## src/rtl/boot_pkg.sv

```systemverilog
// boot_pkg: definitions shared by boot_sequencer and pc_stall_detector.
//   state_t      - sequencer state encoding (3 bits, IDLE = 0)
//   status_t     - registered Moore status flags, one set per state
//   HALT_CYCLES_DEF / MAX_CYCLES_DEF - parameter defaults
//   addr_w()     - write-address width for a given memory depth
package boot_pkg;

    typedef enum logic [2:0] {
        S_IDLE    = 3'd0,
        S_LOAD    = 3'd1,
        S_RELEASE = 3'd2,
        S_RUN     = 3'd3,
        S_HALTED  = 3'd4
    } state_t;

    localparam int HALT_CYCLES_DEF = 4;
    localparam int MAX_CYCLES_DEF  = 1024;

    typedef struct packed {
        logic load_ready;
        logic busy;
        logic done;
    } status_t;

    // Width of an address into a DEPTH-word memory; never below 1 bit.
    function automatic int addr_w(input int depth);
        return (depth > 1) ? $clog2(depth) : 1;
    endfunction

    // Status flags that hold while the FSM sits in state s. They are
    // loaded together with the state so every flag is a flop output.
    function automatic status_t status_of(input state_t s);
        status_t f;
        f.load_ready = (s == S_LOAD);
        f.busy       = (s == S_LOAD) || (s == S_RELEASE) || (s == S_RUN);
        f.done       = (s == S_HALTED);
        return f;
    endfunction

endpackage

```

## src/rtl/pc_stall_detector.sv

```systemverilog
// pc_stall_detector: watches the core PC while the sequencer is in RUN and
// flags a branch-to-self.
//   clk, rst     - clock, asynchronous active-low reset
//   enable       - high while the sequencer is in RUN
//   pc_in        - the core's current PC
//   halted       - high on the RUN edge at which stable_cnt reaches
//                  HALT_CYCLES-1; the sequencer leaves RUN on that edge
module pc_stall_detector
    import boot_pkg::*;
#(
    parameter int AW          = 6,
    parameter int HALT_CYCLES = HALT_CYCLES_DEF
) (
    input  logic          clk,
    input  logic          rst,
    input  logic          enable,
    input  logic [AW-1:0] pc_in,
    output logic          halted
);

    localparam int CW = $clog2(HALT_CYCLES) + 1;

    logic [AW-1:0] pc_prev;
    logic [CW-1:0] stable_cnt;
    logic          armed;   // set after the first RUN edge; pc_prev is valid
    logic          match;

    // The first RUN edge has no previous PC to compare against.
    assign match  = armed && (pc_in == pc_prev);
    // Combinational so the FSM leaves RUN on the same edge the count
    // would reach HALT_CYCLES-1.
    assign halted = enable && match && (stable_cnt == CW'(HALT_CYCLES - 2));

    always_ff @(posedge clk or negedge rst) begin
        if (!rst) begin
            pc_prev    <= '0;
            stable_cnt <= '0;
            armed      <= 1'b0;
        end else begin
            armed <= enable;
            if (enable) begin
                pc_prev    <= pc_in;
                stable_cnt <= match ? stable_cnt + CW'(1) : '0;
            end else begin
                stable_cnt <= '0;
            end
        end
    end

endmodule

```

## src/rtl/boot_sequencer.sv

```systemverilog
// boot_sequencer: loads a program into instruction memory while holding the
// core in reset, releases the core, and stops when the PC parks on a
// branch-to-self or the RUN cycle budget runs out.
//   clk, rst                 - clock, asynchronous active-low reset
//   start, abort             - begin a load / return to IDLE (abort wins)
//   load_valid/ready/data/last - program stream, one word per handshake
//   imem_we/addr/wdata       - instruction-memory write port (combinational
//                              from the handshake)
//   cpu_rst                  - active-low core reset, high only in RUN/HALTED
//   pc_in                    - core PC
//   busy, done, timeout      - LOAD/RELEASE/RUN, HALTED, budget stop
//   cycle_count              - RUN edges, saturating
module boot_sequencer
    import boot_pkg::*;
#(
    parameter int DEPTH       = 64,
    parameter int DATA_W      = 32,
    parameter int HALT_CYCLES = HALT_CYCLES_DEF,
    parameter int MAX_CYCLES  = MAX_CYCLES_DEF,
    localparam int AW         = addr_w(DEPTH)
) (
    input  logic              clk,
    input  logic              rst,
    input  logic              start,
    input  logic              abort,
    input  logic              load_valid,
    output logic              load_ready,
    input  logic [DATA_W-1:0] load_data,
    input  logic              load_last,
    output logic              imem_we,
    output logic [AW-1:0]     imem_addr,
    output logic [DATA_W-1:0] imem_wdata,
    output logic              cpu_rst,
    input  logic [AW-1:0]     pc_in,
    output logic              busy,
    output logic              done,
    output logic              timeout,
    output logic [31:0]       cycle_count
);

    state_t        state;
    status_t       status;
    logic [AW-1:0] wr_ptr;
    logic          hs;
    logic          pc_halted;

    assign {load_ready, busy, done} = status;

    assign hs         = load_valid && load_ready;
    assign imem_we    = hs;
    assign imem_addr  = wr_ptr;
    assign imem_wdata = load_data;

    pc_stall_detector #(
        .AW          (AW),
        .HALT_CYCLES (HALT_CYCLES)
    ) u_stall (
        .clk    (clk),
        .rst    (rst),
        .enable (state == S_RUN),
        .pc_in  (pc_in),
        .halted (pc_halted)
    );

    always_ff @(posedge clk or negedge rst) begin
        if (!rst) begin
            state       <= S_IDLE;
            status      <= '0;
            cpu_rst     <= 1'b0;
            wr_ptr      <= '0;
            timeout     <= 1'b0;
            cycle_count <= '0;
        end else if (abort) begin
            // wr_ptr is left as-is; the next start clears it.
            state   <= S_IDLE;
            status  <= status_of(S_IDLE);
            cpu_rst <= 1'b0;
        end else begin
            case (state)
                S_IDLE, S_HALTED: begin
                    if (start) begin
                        state       <= S_LOAD;
                        status      <= status_of(S_LOAD);
                        cpu_rst     <= 1'b0;
                        wr_ptr      <= '0;
                        cycle_count <= '0;
                        timeout     <= 1'b0;
                    end
                end
                S_LOAD: begin
                    if (hs) begin
                        wr_ptr <= wr_ptr + AW'(1);
                        // The last slot ends the load even without load_last,
                        // so no word beyond DEPTH is ever accepted.
                        if (load_last || wr_ptr == AW'(DEPTH - 1)) begin
                            state  <= S_RELEASE;
                            status <= status_of(S_RELEASE);
                        end
                    end
                end
                S_RELEASE: begin
                    // Extra cycle keeps the core in reset while the final
                    // memory write lands.
                    state   <= S_RUN;
                    status  <= status_of(S_RUN);
                    cpu_rst <= 1'b1;
                end
                S_RUN: begin
                    // Halt outranks the budget; the leaving edge is not counted.
                    if (pc_halted) begin
                        state   <= S_HALTED;
                        status  <= status_of(S_HALTED);
                        timeout <= 1'b0;
                    end else if (cycle_count == 32'(MAX_CYCLES - 1)) begin
                        state   <= S_HALTED;
                        status  <= status_of(S_HALTED);
                        timeout <= 1'b1;
                    end else if (cycle_count != '1) begin
                        cycle_count <= cycle_count + 32'd1;
                    end
                end
                default: begin
                    state   <= S_IDLE;
                    status  <= status_of(S_IDLE);
                    cpu_rst <= 1'b0;
                end
            endcase
        end
    end

endmodule

```

## config.mk

```make
export PLATFORM = sky130hd
export DESIGN_NAME = boot_sequencer
export DESIGN_NICKNAME = d
export VERILOG_FILES = /design/src/rtl/boot_pkg.sv /design/src/rtl/pc_stall_detector.sv /design/src/rtl/boot_sequencer.sv
export SDC_FILE = /design/constraint.sdc
export NUM_CORES = 1
export LEC_CHECK = 0
export CAP_MARGIN = 20
export CELL_PAD_IN_SITES_DETAIL_PLACEMENT = 1
export CELL_PAD_IN_SITES_GLOBAL_PLACEMENT = 2
export CORE_ASPECT_RATIO = 1.4
export CORE_MARGIN = 1
export CORE_UTILIZATION = 23
export CTS_BUF_LIST = sky130_fd_sc_hd__clkbuf_16
export DETAILED_ROUTE_END_ITERATION = 7
export PLACE_DENSITY_LB_ADDON = 0.1
export SYNTH_ARGS = -nofsm -noshare
export SYNTH_HDL_FRONTEND = slang
export SYNTH_SLANG_ARGS = --single-unit
export TNS_END_PERCENT = 30
```

## constraint.sdc

```tcl
create_clock -name clk -period 2.1 [get_ports clk]
set_input_delay 0.42 -clock clk [delete_from_list [all_inputs] [get_ports clk]]
set_output_delay 0.42 -clock clk [all_outputs]
set_load 0.005 [all_outputs]
```

==> results.py <==
metrics = {
    "clock_network": {
        "ctsLongestPathBuffers": 2,
        "clk_latency_ns": 0.30,
        "clock_sinks": 55,
        "worst_setup_hold_path_clk_slew_ns": 0.08,
        "cts-root-buf": "clkbuf_16",
        "cts_tree": "yes",
        "hold_buffers": 0,
        "cts-buffers-inserted": 5,
        "htree_levels": 2,
    },
    "min_path": {
        "hold_class": "in -> async",
    },
    "timing": {
        "drv_slew": 0,
        "holdWs_ns": 0.101,
        "finalCritPeriodShare": 1.05,
        "hold_viol": 0,
        "setup_slack_ns": -0.0978,
        "rsz0062_at_grt": "yes",
        "clock-skew-final_ns": 0.00557,
        "fmax_mhz": 455,
        "final.setup.tns_ns": -1.89,
        "setup_violations": 32,
        "fin_crit_ns": 2.20,
        "slew-limit-headroom": 0.676,
        "worst_slew_pin_slew_ns": 0.482,
    },
    "die": {
        "coreArea_um2": 14400,
        "rows": 52,
        "dieArea_um2": 15200,
        "initial_core_util": 0.234,
        "die_w_um": 105,
        "ios": 120,
        "dieHeight_um": 146,
    },
    "synthesis": {
        "netlist_area_um2": 3390,
        "yosysSeqAreaShare": 0.407,
        "synth_fa_ha_area_frac": 0.0148,
        "yosysTopAreaCell": "dfrtp_1",
        "ys_types": 53,
        "synth_top_family_by_area": "simple AND/OR/NAND/NOR gates",
        "synth_xor_area_frac": 0.0207,
        "synthSimpleGateAreaFrac": 0.245,
        "synthMuxAreaShare": 0.00333,
        "synth_top_area_frac": 0.407,
        "syn_inst": 393,
        "synth.avg_cell_area_um2": 8.62,
        "synth_area_leaders": "dfrtp_1 (41%), o21ai_0 (9.0%), buf_4 (7.3%)",
        "ys_warn_count": 0,
        "synth_seq_cells": 55,
        "async_flop_share": 1.00,
        "synth-compound-area-share": 0.199,
        "synth_edf_count": 0,
        "yosys.cell_count.top_type": "o21ai_0",
        "synthFlopType": "dfrtp_1",
        "syn_nets": 441,
        "yosys-top-cells-count": "o21ai_0 (61), dfrtp_1 (55), nand2_1 (37)",
    },
    "power_and_ir_drop": {
        "cellPowerDensity_nw_per_um2": 588,
        "p_leak_nw": 2.09,
        "vdd_ir_drop_max_v": 0.000383,
        "total_power_mw": 2.88,
    },
    "grt": {
        "grt_pass1_vias": 3558,
        "grt.total_usage": 0.162,
        "grt_overflow": 0,
        "grt_max_degree": 56,
        "grt_pass1_wl_um": 19400,
        "antenna_found_initial": 0,
    },
    "placed_design": {
        "hpwl_um": 8500,
        "io_buffer_count": 55,
        "gp_congestion": 0.755,
    },
    "worst_setup_path": {
        "slowest_delay_ns": 0.46,
        "end_kind": "register",
        "crit_arrival_ns": 2.43,
        "start_kind": "register",
        "path_max_fanout": 8,
        "cp_data_required_time_ns": 2.33,
        "crit_chain": "nand3b_1 > or4_4 > nor4_4 > buf_4 > or3b_4 > buf_12 > inv_6 > a31oi_4",
        "slowest_stage": "or4_4",
        "criticalPathCategory": "reg -> reg",
    },
    "drt": {
        "ant_nets": 0,
        "first_pass_iters": 4,
        "drc": 0,
        "vias_per_cell": 4.88,
        "dr_total_vias": 3301,
        "drtIter0Drc": 85,
        "wl_um": 12100,
        "routedWlPerCell_um": 18.0,
    },
    "finish": {
        "final_layout_size_suffix_gt1_frac": 0.273,
        "nets": 534,
        "synthToLayoutAreaGrowth_pct": 44.7,
        "antenna_cells": 0,
        "utilization": 0.339,
    },
    "status": {
        "violations": "setup timing",
        "status": "finished, violations left",
    },
    "job": {
        "max_cap_violations": 0,
    },
}
-- cell families (layout without fill, tap and decap cells) --
kind of cell / after synthesis / after routing
fa+ha+maj: 4 / 4
mux: 1 / 1
flops: 55 / 55
simple gates: 145 / 145
xor+xnor: 8 / 8
compound gates: 119 / 119
buf+inv: 61 / 155
-- final timing paths --
| check | depth (start not counted) | startpoint | slack [ns] | to |
|---|---|---|---|---|
| max reg2reg | 8 | state[2] | -0.1 | cycle_count[13] |
| max | 8 | state[2] | -0.1 | cycle_count[13] |
| min reg2reg | 1 | u_stall.stable_cnt[0] | 0.46 | u_stall.stable_cnt[0] |
| min | 2 | rst | 0.10 | cycle_count[21] |
| min in group clk | 1 | u_stall.stable_cnt[0] | 0.46 | u_stall.stable_cnt[0] |
| max in group asynchronous | 2 | rst | 1.69 | cycle_count[28] |
-- placed cells by master (no fill, tap or decap), drive strengths merged, types with 4 or more instances in the layout --
cell | synthesis | final
o21ai | 62 | 62
xnor2 | 8 | 8
nand4 | 16 | 16
a31oi | 16 | 16
nor3 | 5 | 5
clkbuf | 11 | 7
nand2 | 37 | 37
and4 | 6 | 6
nand3 | 21 | 21
buf | 44 | 85
nor4 | 9 | 9
dfrtp | 55 | 55
clkdlybuf4s50 | 0 | 54
and3 | 5 | 5
a21oi | 27 | 27
inv | 6 | 6
ha | 4 | 4
nor2 | 27 | 27
-- routing by layer --
layer,track usage,up-vias,wire [um]
li1,-,1576,-
met1,0.194,1666,5150
met2,0.293,52,6540
met3,0.0273,7,319
met4,0.0457,0,125
met5,0,-,0
-- registers in the layout, summed over array words and instances (netlist names) --
register,flops
u_stall.stable_cnt,3
busy,1
imem_addr,6
timeout,1
cycle_count,32
load_ready,1
cpu_rst,1
u_stall.pc_prev,6
state,3
u_stall.armed,1
-- per-stage QoR --
stage	area, um2	setup WS (ns)	instances
floorplan	3390	0.0839	393
global placement	4470	-0.331	661
detailed placement	4470	-0.367	661
CTS	4730	-0.185	674
global route	4900	-0.199	676
finish	4900	-0.0978	676
-- critical path: cells and delay by family, from the launching register on --
family                 cells  cell delay, ns
AOI/OAI and AO/OA          1            0.15
buffers and inverters      3            0.39
DFF                        1            0.38
and+or+nand+nor            4            1.19
-- power breakdown --
part | total (mW) | internal (mW) | switching, mW | leakage (nW)
combinational | 0.689 | 0.333 | 0.356 | 1.25
clock | 0.983 | 0.559 | 0.425 | 0.0812
sequential | 1.21 | 1.15 | 0.0605 | 0.752
total | 2.88 | 2.04 | 0.841 | 2.09
-- area by class of cell --
cell class / instances / area [um2]
timing repair buffer: 141 / 1320
multi-input combinational: 277 / 1770
clock buffer: 5 / 125
clock inverter: 3 / 38.8
sequential: 55 / 1380
tap: 189 / 236
fill: 1728 / 9540
inverter: 6 / 30.0
-- what timing repair did --
action,4_1_cts,5_1_grt
gates resized for setup,7,67
buffers inserted,4,1
pin swaps,2,17
setup endpoints to repair,32,35
cloned,1,3
No activity file was read; power rests on OpenSTA's default activity.
